<file path="src/rtl/restoring_divider_seq.sv">
// Purpose: iterative unsigned restoring divider, one trial subtraction per clock.
// Latency: WIDTH RUN cycles then a one-cycle DONE; divide-by-zero goes straight to DONE.
// Backpressure: start is ignored while busy; results hold until the next accepted start completes.

module fullsubtractor (
    input  logic a,
    input  logic b,
    input  logic bin,
    output logic diff,
    output logic bout
);
    assign diff = a ^ b ^ bin;
    assign bout = (~a & b) | (~(a ^ b) & bin);
endmodule

module restoring_divider_seq #(
    parameter int WIDTH = 8
) (
    input  logic             clk,
    input  logic             rst_n,
    input  logic             start,
    input  logic [WIDTH-1:0] dividend,
    input  logic [WIDTH-1:0] divisor,
    output logic             busy,
    output logic             done,
    output logic [WIDTH-1:0] quotient,
    output logic [WIDTH-1:0] remainder,
    output logic             div_by_zero
);
    localparam int CW = $clog2(WIDTH + 1);

    typedef enum logic [1:0] {IDLE, RUN, DONE} state_t;

    state_t           state, state_nxt;
    logic [WIDTH:0]   r;
    logic [WIDTH-1:0] q;
    logic [WIDTH-1:0] d;
    logic [CW-1:0]    cnt;

    logic [2*WIDTH:0] rq_sh;
    logic [WIDTH:0]   r_sh;
    logic [WIDTH:0]   d_ext;
    logic [WIDTH:0]   t;
    logic [WIDTH+1:0] brw;
    logic             commit;
    logic [WIDTH:0]   r_nxt;
    logic [WIDTH-1:0] q_nxt;
    logic             last_iter;
    logic             accept;

    // R[WIDTH] falls off the top of the shift; it is always zero here anyway.
    assign rq_sh = {r, q} << 1;
    assign r_sh  = rq_sh[2*WIDTH:WIDTH];
    assign d_ext = {1'b0, d};
    assign brw[0] = 1'b0;

    for (genvar i = 0; i <= WIDTH; i++) begin : g_sub
        fullsubtractor u_fs (
            .a    (r_sh[i]),
            .b    (d_ext[i]),
            .bin  (brw[i]),
            .diff (t[i]),
            .bout (brw[i+1])
        );
    end

    assign commit    = ~brw[WIDTH+1];
    assign r_nxt     = commit ? t : r_sh;
    assign q_nxt     = rq_sh[WIDTH-1:0] | {{(WIDTH-1){1'b0}}, commit};
    assign last_iter = (cnt == CW'(1));

    always_comb begin
        state_nxt = state;
        busy      = 1'b0;
        done      = 1'b0;
        accept    = 1'b0;
        case (state)
            IDLE: begin
                accept = start;
                if (start) state_nxt = (divisor == '0) ? DONE : RUN;
            end
            RUN: begin
                busy = 1'b1;
                if (last_iter) state_nxt = DONE;
            end
            DONE: begin
                done      = 1'b1;
                accept    = start;
                state_nxt = IDLE;
                if (start) state_nxt = (divisor == '0) ? DONE : RUN;
            end
            default: state_nxt = IDLE;
        endcase
    end

    always_ff @(posedge clk or negedge rst_n) begin
        if (!rst_n) begin
            state       <= IDLE;
            r           <= '0;
            q           <= '0;
            d           <= '0;
            cnt         <= '0;
            quotient    <= '0;
            remainder   <= '0;
            div_by_zero <= 1'b0;
        end else begin
            state <= state_nxt;
            if (accept) begin
                r   <= '0;
                q   <= dividend;
                d   <= divisor;
                cnt <= CW'(WIDTH);
                // Zero divisor skips RUN entirely; result convention is all-ones / dividend.
                if (divisor == '0) begin
                    quotient    <= '1;
                    remainder   <= dividend;
                    div_by_zero <= 1'b1;
                end
            end else if (state == RUN) begin
                r   <= r_nxt;
                q   <= q_nxt;
                cnt <= cnt - CW'(1);
                if (last_iter) begin
                    quotient    <= q_nxt;
                    remainder   <= r_nxt[WIDTH-1:0];
                    div_by_zero <= 1'b0;
                end
            end
        end
    end
endmodule

</file>
<file path="config.mk">
export PLATFORM = sky130hd
export DESIGN_NAME = restoring_divider_seq
export DESIGN_NICKNAME = d
export VERILOG_FILES = /design/src/rtl/restoring_divider_seq.sv
export SDC_FILE = /design/constraint.sdc
export NUM_CORES = 1
export LEC_CHECK = 0
export BUFFER_PORTS_ARGS = -buffer_cell sky130_fd_sc_hd__buf_2
export CAP_MARGIN = 0
export CORE_UTILIZATION = 56
export DETAILED_ROUTE_END_ITERATION = 16
export GPL_TIMING_DRIVEN = 0
export PLACE_DENSITY = 0.9
export SYNTH_ARGS = -nofsm -noshare
export SYNTH_HDL_FRONTEND = slang
export SYNTH_HIERARCHICAL = 1
export SYNTH_SLANG_ARGS = --single-unit
</file>
<file path="constraint.sdc">
create_clock -name clk -period 6.14 [get_ports clk]
set_input_delay 0 -clock clk [delete_from_list [all_inputs] [get_ports clk]]
set_output_delay 0 -clock clk [all_outputs]
set_load 0.1 [all_outputs]
</file>
Word level (Yosys, flattened, before mapping)
Cells that the tools add are included.

storage, ports and cells
  output and inout port bits = 19
  bits in registers = 47
  input bits = 19
  logic and storage cells = 105

cells by class
  eq/ne operators = 6
  bitwise operators = 56
  reduce and logical (&&, ||, !) cells = 7
  add/sub/neg operators = 1
  mux-type cells = 27

operator list
  operator             count
  $mux 8               13
  $not 1->1            17
  $and 1x1->1          16
  $xor 1x1->1          15
  $logic_not 8->1      1
  $mux 2               4
  $mux 4               2
  $or 8x1->8           1
  $mux 1               7
  $or 1x1->1           7
  $pmux 2 s3           1
  $eq 4x1->1 const B   1
  $ne 2x2->1 const B   2
  $reduce_bool 2->1    2
  $sub 4x1->4 const B  1
  $reduce_and 3->1     1
  $eq 2x1->1 const B   1
  $eq 2x2->1 const B   1
  $logic_not 2->1      1
  $ne 2x1->1 const B   1
  $reduce_and 2->1     1
  $reduce_or 2->1      1

Logic depth before layout (Yosys ltp)
Gate-level depths: netlist (run 1).

  depth in word-level cells = 22
  depth in mapped cells = 29
  mapped depth without buffers = 28

Modules after synthesis
The synthesis (run 1) kept the hierarchy.

modules (own cells, without submodules)
  module                               cells each  times used  sequential area each (µm²)  area each (µm²)
  restoring_divider_seq                207         1           1176.1                      2085.8
  fullsubtractor at g_sub[0].u_fs ...  4           8           0.0                         31.3
  fullsubtractor at g_sub[3].u_fs      3           1           0.0                         27.5

Worst setup path before layout (run 1)
No wires, ideal clock.

  kind = flip-flop to flip-flop
  start = register q[7]
  end = register remainder[4]
  setup time = 0.125 ns
  path buffers = 1
  clock period less this slack = 4.943 ns
  data arrival time = 4.817 ns
  required time = 6.015 ns
  path slack = 1.197 ns
  cell stages (with the launch flop) = 29
  cell sequence = dfrtp_1 -> fa_1 -> inv_1 -> inv_1 -> fa_1 -> inv_1 -> inv_1 -> fa_1 -> inv_1 -> fa_1 -> inv_1 -> fa_1 -> inv_1 -> inv_1 -> fa_1 -> inv_1 -> inv_1 -> fa_1 -> inv_1 -> inv_1 -> fa_1 -> inv_1 -> inv_1 -> fa_1 -> inv_1 -> buf_2 -> mux2i_1 -> o21ai_0 -> mux2_2

between the ends
  word-level cells in the longest chain between the ends = 21
  elaborated cells between the ends (all ways) = 22
  classes of those cells = mux: 4; bitwise: 18

RTL lines
  element                   RTL line  RTL
  start: declaration        36        logic [WIDTH-1:0] q;
  start signal: assignment  110       q <= dividend;
  start signal: assignment  121       q <= q_nxt;
  $not 1->1                 13        assign bout = (~a & b) | (~(a ^ b) & bin);
  $and 1x1->1               13
  net brw[1]                44        logic [WIDTH+1:0] brw;
  $and 1x1->1               13
  $or 1x1->1                13
  net brw[2]                44
  $and 1x1->1               13
  $or 1x1->1                13
  net brw[3]                44
  (+2 left out)             n/a
  net brw[4]                44
  (+2 left out)             n/a
  net brw[5]                44
  (+2 left out)             n/a
  net brw[6]                44
  (+2 left out)             n/a
  net brw[7]                44
  (+1 left out)             n/a
  $or 1x1->1                13
  net brw[8]                44
  $and 1x1->1               13
  net brw[9]                44
  $mux 8                    68        assign r_nxt = commit ? t : r_sh;
  $mux 8                    123       if (last_iter) begin
  $mux 8                    119       end else if (state == RUN) begin
  $mux 8                    108       if (accept) begin
  end signal: assignment    116       remainder <= dividend;
  end signal: assignment    125       remainder <= r_nxt[WIDTH-1:0];
  end: declaration          27        output logic [WIDTH-1:0] remainder,

The timed path passes the listed nets, and every way through them passes these cells. The select of a mux whose other input is x is not followed.
A chain may end at the register's enable or synchronous reset.

Final worst setup path (run 1)
  start = register q[7]
  end = register remainder[5]

The elaborated chain is that of the path after synthesis.

==> results of run 1 <==
==> placed cells by master, fill, tap and decap left out, types with 2 or more instances in the layout <==
cell type	n
clkbuf_8	5
mux2_2	8
nand2b_1	2
buf_1	3
mux2i_1	15
nor2_1	16
buf_2	42
ha_1	2
a211oi_1	8
nor2b_1	2
inv_1	36
o21ai_0	11
conb_1	2
nor4_1	3
clkbuf_1	2
nand3_1	7
bufinv_16	2
dfrtp_1	47
nand2_1	53
dlygate4sd3_1	17
fa_1	9
==> metrics by stage <==
step / setup slack, ns / std cells / hold slack (ns) / utilization (%)
6_report: 0.703 / 355 / 0.104 / 72.4
5_1_grt: 0.407 / 355 / 0.125 / 72.4
4_1_cts: 0.695 / 355 / 0.0952 / 72.4
3_5_place_dp: 0.794 / 330 / 0.212 / 64.9
3_3_place_gp: 0.917 / 330 / 0.209 / 64.9
2_1_floorplan: 1.20 / 243 / -0.296 / -
==> state kept, by name (all words and copies together), names as in the netlist <==
signal,count
r,8
q,8
quotient,8
cnt,4
state,2
div_by_zero,1
d,8
remainder,8
==> routing by layer <==
layer / vias up / global-route usage [%] / wire length, um
met3: 10 / 6.85 / 257
met4: 0 / 9.84 / 99
met5: - / 0 / 0
li1: 879 / - / -
met1: 890 / 32.6 / 2250
met2: 68 / 47.0 / 2700
==> layout make-up <==
cell class | instances | area (um2)
clock buffers | 6 | 72.6
fillers | 291 | 1110
flip-flops and latches | 47 | 1180
well taps | 50 | 62.6
clock inverters | 2 | 60.1
plain buffers | 11 | 62.6
multi-input cells | 148 | 990
inverters | 37 | 139
repair buffers | 54 | 355
==> critical path, delay by kind of cell (launching register included) <==
family | cells | cell delay, ns
DFF | 1 | 0.43
muxes | 2 | 0.61
buffers and inverters | 16 | 1.10
AOI/OAI and AO/OA | 1 | 0.12
adders and majority gates | 9 | 3.08
==> cells by family (layout without fill, tap and decap cells) <==
kind of cell | Yosys count | after routing | share of synthesized area, %
mux | 23 | 23 | 10.2
compound gates | 24 | 24 | 6.83
xor+xnor | 2 | 2 | 0.741
simple gates | 86 | 86 | 15.1
flops | 47 | 47 | 49.8
buf+inv | 48 | 110 | 8.52
fa+ha+maj | 11 | 11 | 8.68
other cells | 1 | 2 | 0.159
==> how the worst min path moves through the flow <==
stage | start | depth (start not counted) | endpoint | slack, ns
after floorplan | rst_n | 0 | cnt[0] | -0.30
after CTS | start | 4 | quotient[0] | 0.1
after global routing | start | 4 | quotient[0] | 0.13
final | start | 4 | quotient[0] | 0.10
after detailed placement | divisor[4] | 3 | d[4] | 0.21
after global placement | divisor[4] | 3 | d[4] | 0.21
==> impl_metrics.toml, run 1 <==
[sta]
slew_violations = 0
fin_crit_sh_pct = 88.5
fmax_ghz = 0.184
fin_setup_tns_ns = 0
slew-limit-headroom_pct = 32.2
finalHoldViolCount = 0
skew_ns = 0.00742
min_period_ns = 5.44
setup_viol = 0
rsz0062_at_grt = "no"
worstMarginPinSlew_ns = 1.02

[clocking]
insertion_delay_ns = 0.31
cts_sinks = 47
postCtsSetupRepairBufs = 0
ctsResizeCount = 0
postCtsHoldBufs = 17
cts_tree = "yes"
numCtsBuffers = 5
cts_root_buffer = "clkbuf_8"
clockBufferDepth = 2
htreeDepth = 2
clk_pin_slew_worst_paths_ns = 0.09

[min_path]
worstHoldPathType = "in2reg"

[global_route]
grt_util_all_layers_pct = 27.2
grt-ovfl-total = 0
grt_start_max_net_pins = 48
antenna_found_initial = 0
grt_pass1_wl_um = 8730
grt_pass1_vias = 1908

[detailed_routing]
routed_wl_um = 5310
remaining_drc_errors = 0
wl_per_cell_um = 15.0
dr_total_vias = 1847
routed_via_density = 5.20
drt_iter0_drc = 171
ant_nets = 0
first_pass_iters = 4

[floorplan]
coreArea_um2 = 4030
fp.dieArea_um2 = 4480
io_pins = 38
die_h_um = 67.0
rows = 23
start_util_pct = 58.7
die_w_um = 67.0

[setup_path]
r2r_slack_ns = 0.70
crit_required_ns = 6.34
setup.worst_path.end_class = "register"
crit_path_start = "q[7]"
path_class = "reg2reg"
r2r-start = "q[7]"
cp.arrival_ns = 5.64
slowest_delay_ns = 0.43
cp_common_cell = "inv_1"
worstReg2RegEnd = "remainder[5]"
critPathSlowestCell = "dfrtp_1"
crit_fanout = 10
cp-start-kind = "register"
reg2reg_depth = 28
crit_end = "remainder[5]"

[yosys]
postSynth.asyncResetShare_pct = 100
synthTopCellsByCount = "53 x nand2_1, 47 x dfrtp_1, 36 x inv_1"
netlist_area_um2 = 2360
synthFlopType = "dfrtp_1"
ys_ff_latch = 47
synth_top_area_cell = "dfrtp_1"
synth-edff-count = 0
ys_top_cells_by_area = "dfrtp_1 50%, nand2_1 8.4%, fa_1 7.6%"
postSynthAreaPerCell_um2 = 9.77
synth_top_area_share_pct = 49.8
synth_cell_types = 31
postSynthCellCount = 242
ys_warn_count = 6
synth.most_common_cell = "nand2_1"
yosysSeqAreaShare_pct = 49.8

[layout]
area_growth_pct = 23.5
nets = 334
antennaDiodeCount = 0
drive_gt1_share_pct = 20.7
stdcell_area_um2 = 2920

[placed_design]
placed_cell_area_um2 = 2620
post-dp-hpwl_um = 3500
port_buffers = 37
place_congestion = 0.809

[flow_run]
cap_violations = 0

[status]
status = "finished clean"
Power of run 1 is left out: the tool's default activity adds up to more than one toggle a clock period on the data nets, which glitch-free logic cannot reach.
==> run 2, diff against run 1 <==
--- a/config.mk
+++ b/config.mk
@@ -7,7 +7,9 @@
 export LEC_CHECK = 0
 export BUFFER_PORTS_ARGS = -buffer_cell sky130_fd_sc_hd__buf_2
 export CAP_MARGIN = 0
-export CORE_UTILIZATION = 56
+export CELL_PAD_IN_SITES_DETAIL_PLACEMENT = 0
+export CELL_PAD_IN_SITES_GLOBAL_PLACEMENT = 1
+export CORE_UTILIZATION = 43
 export DETAILED_ROUTE_END_ITERATION = 16
 export GPL_TIMING_DRIVEN = 0
 export PLACE_DENSITY = 0.9
==> impl_metrics.toml, run 2 (same netlist as run 1, synthesis figures left out) <==
[clocking]
clockBufferDepth = 2
htreeDepth = 2
clk_pin_slew_worst_paths_ns = 0.09
cts_root_buffer = "clkbuf_8"
postCtsSetupRepairBufs = 0
cts_sinks = 47
numCtsBuffers = 5
insertion_delay_ns = 0.30
cts_tree = "yes"

[setup_path]
r2r-start = "q[7]"
critPathSlowestCell = "dfrtp_1"
worstReg2RegEnd = "remainder[2]"
cp-start-kind = "register"
cp.arrival_ns = 5.52
crit_fanout = 10
r2r_slack_ns = 0.81
path_class = "reg2reg"
crit_required_ns = 6.34
cp_common_cell = "inv_1"
setup.worst_path.end_class = "register"
slowest_delay_ns = 0.43
reg2reg_depth = 28

[layout]
nets = 334
antennaDiodeCount = 0
nFillCells = 467
final_cell_mix = "53 x nand2_1, 47 x dfrtp_1, 42 x buf_2"
area_growth_pct = 24.5
stdcell_area_um2 = 2940
final_common_cell = "nand2_1"
drive_gt1_share_pct = 20.7

[placed_design]
placed_cell_area_um2 = 2640
place_congestion = 0.792
post-dp-hpwl_um = 3360
port_buffers = 37

[detailed_routing]
ant_nets = 0
routed_wl_um = 4710
remaining_drc_errors = 0
first_pass_iters = 5
routed_via_density = 4.78
drt_iter0_drc = 62
wl_per_cell_um = 12.6
dr_total_vias = 1794

[min_path]
min_delay_worst_endpoint = "quotient[0]"
worstHoldPathType = "in2reg"
min_path_cells = 4
min_from = "start"

[sta]
skew_ns = 0.0126
min_period_ns = 5.33
worstMarginPinSlew_ns = 1.03
whs_ns = 0.101
setup_viol = 0
finalHoldViolCount = 0
fin_setup_tns_ns = 0
slew_violations = 0
fin_crit_sh_pct = 86.8
fmax_ghz = 0.188
rsz0062_at_grt = "no"
slew-limit-headroom_pct = 31.5

[flow_run]
cap_violations = 0

[floorplan]
start_util_pct = 45.4
die_w_um = 76.1
coreArea_um2 = 5200
die_h_um = 76.1
fp.dieArea_um2 = 5800
rows = 26
io_pins = 38

[global_route]
grt_pass1_vias = 1845
grt_pass1_wl_um = 8380
grt-ovfl-total = 0
grt_start_max_net_pins = 48
antenna_found_initial = 0
grt_util_all_layers_pct = 18.4

[status]
status = "finished clean"
==> run 2: area by class of cell <==
cell class	instances	area, um2	area share (%)
clock inverters	2	60.1	2.04
well taps	70	87.6	2.98
clock buffers	6	72.6	2.47
inverters	37	139	4.72
plain buffers	11	62.6	2.13
multi-input cells	148	990	33.6
repair buffers	54	355	12.1
flip-flops and latches	47	1180	40.0
==> run 2: repair_timing <==
action	in CTS	in global routing
hold endpoints to repair	63	0
hold buffers	17	0
setup endpoints to repair	0	0
gates resized for setup	0	0
==> run 2: stage by stage <==
step	utilization [%]	cells	setup WS [ns]
5_1_grt	56.5	375	0.482
6_report	56.5	375	0.811
3_5_place_dp	50.7	350	0.856
2_1_floorplan	-	243	1.20
4_1_cts	56.5	375	0.827
3_3_place_gp	50.7	350	0.874
==> run 2: worst max path at each step <==
stage	start	endpoint	slack [ns]	cells past startpoint
after global placement	q[7]	remainder[4]	0.87	28
final	q[7]	remainder[2]	0.81	28
after global routing	q[7]	remainder[0]	0.48	28
after CTS	q[7]	remainder[2]	0.83	28
after detailed placement	q[7]	remainder[5]	0.86	28
after floorplan	q[7]	remainder[4]	1.20	28
==> run 2: worst max-delay path: cells and delay by family, from the launching register on <==
family | cells | cell delay, ns
compound gates | 1 | 0.12
fa+ha+maj | 9 | 3.00
buf+inv | 16 | 1.06
flops | 1 | 0.43
mux | 2 | 0.60
==> run 2: metal layers <==
metal  up-vias  GRT usage (%)  wire [um]
met5         -              0          0
met4         0           6.92         63
met3         7           3.71        146
met2        37           30.9       2170
met1       868           23.6       2330
li1        882              -          -
Power of run 2 is left out for the same reason.
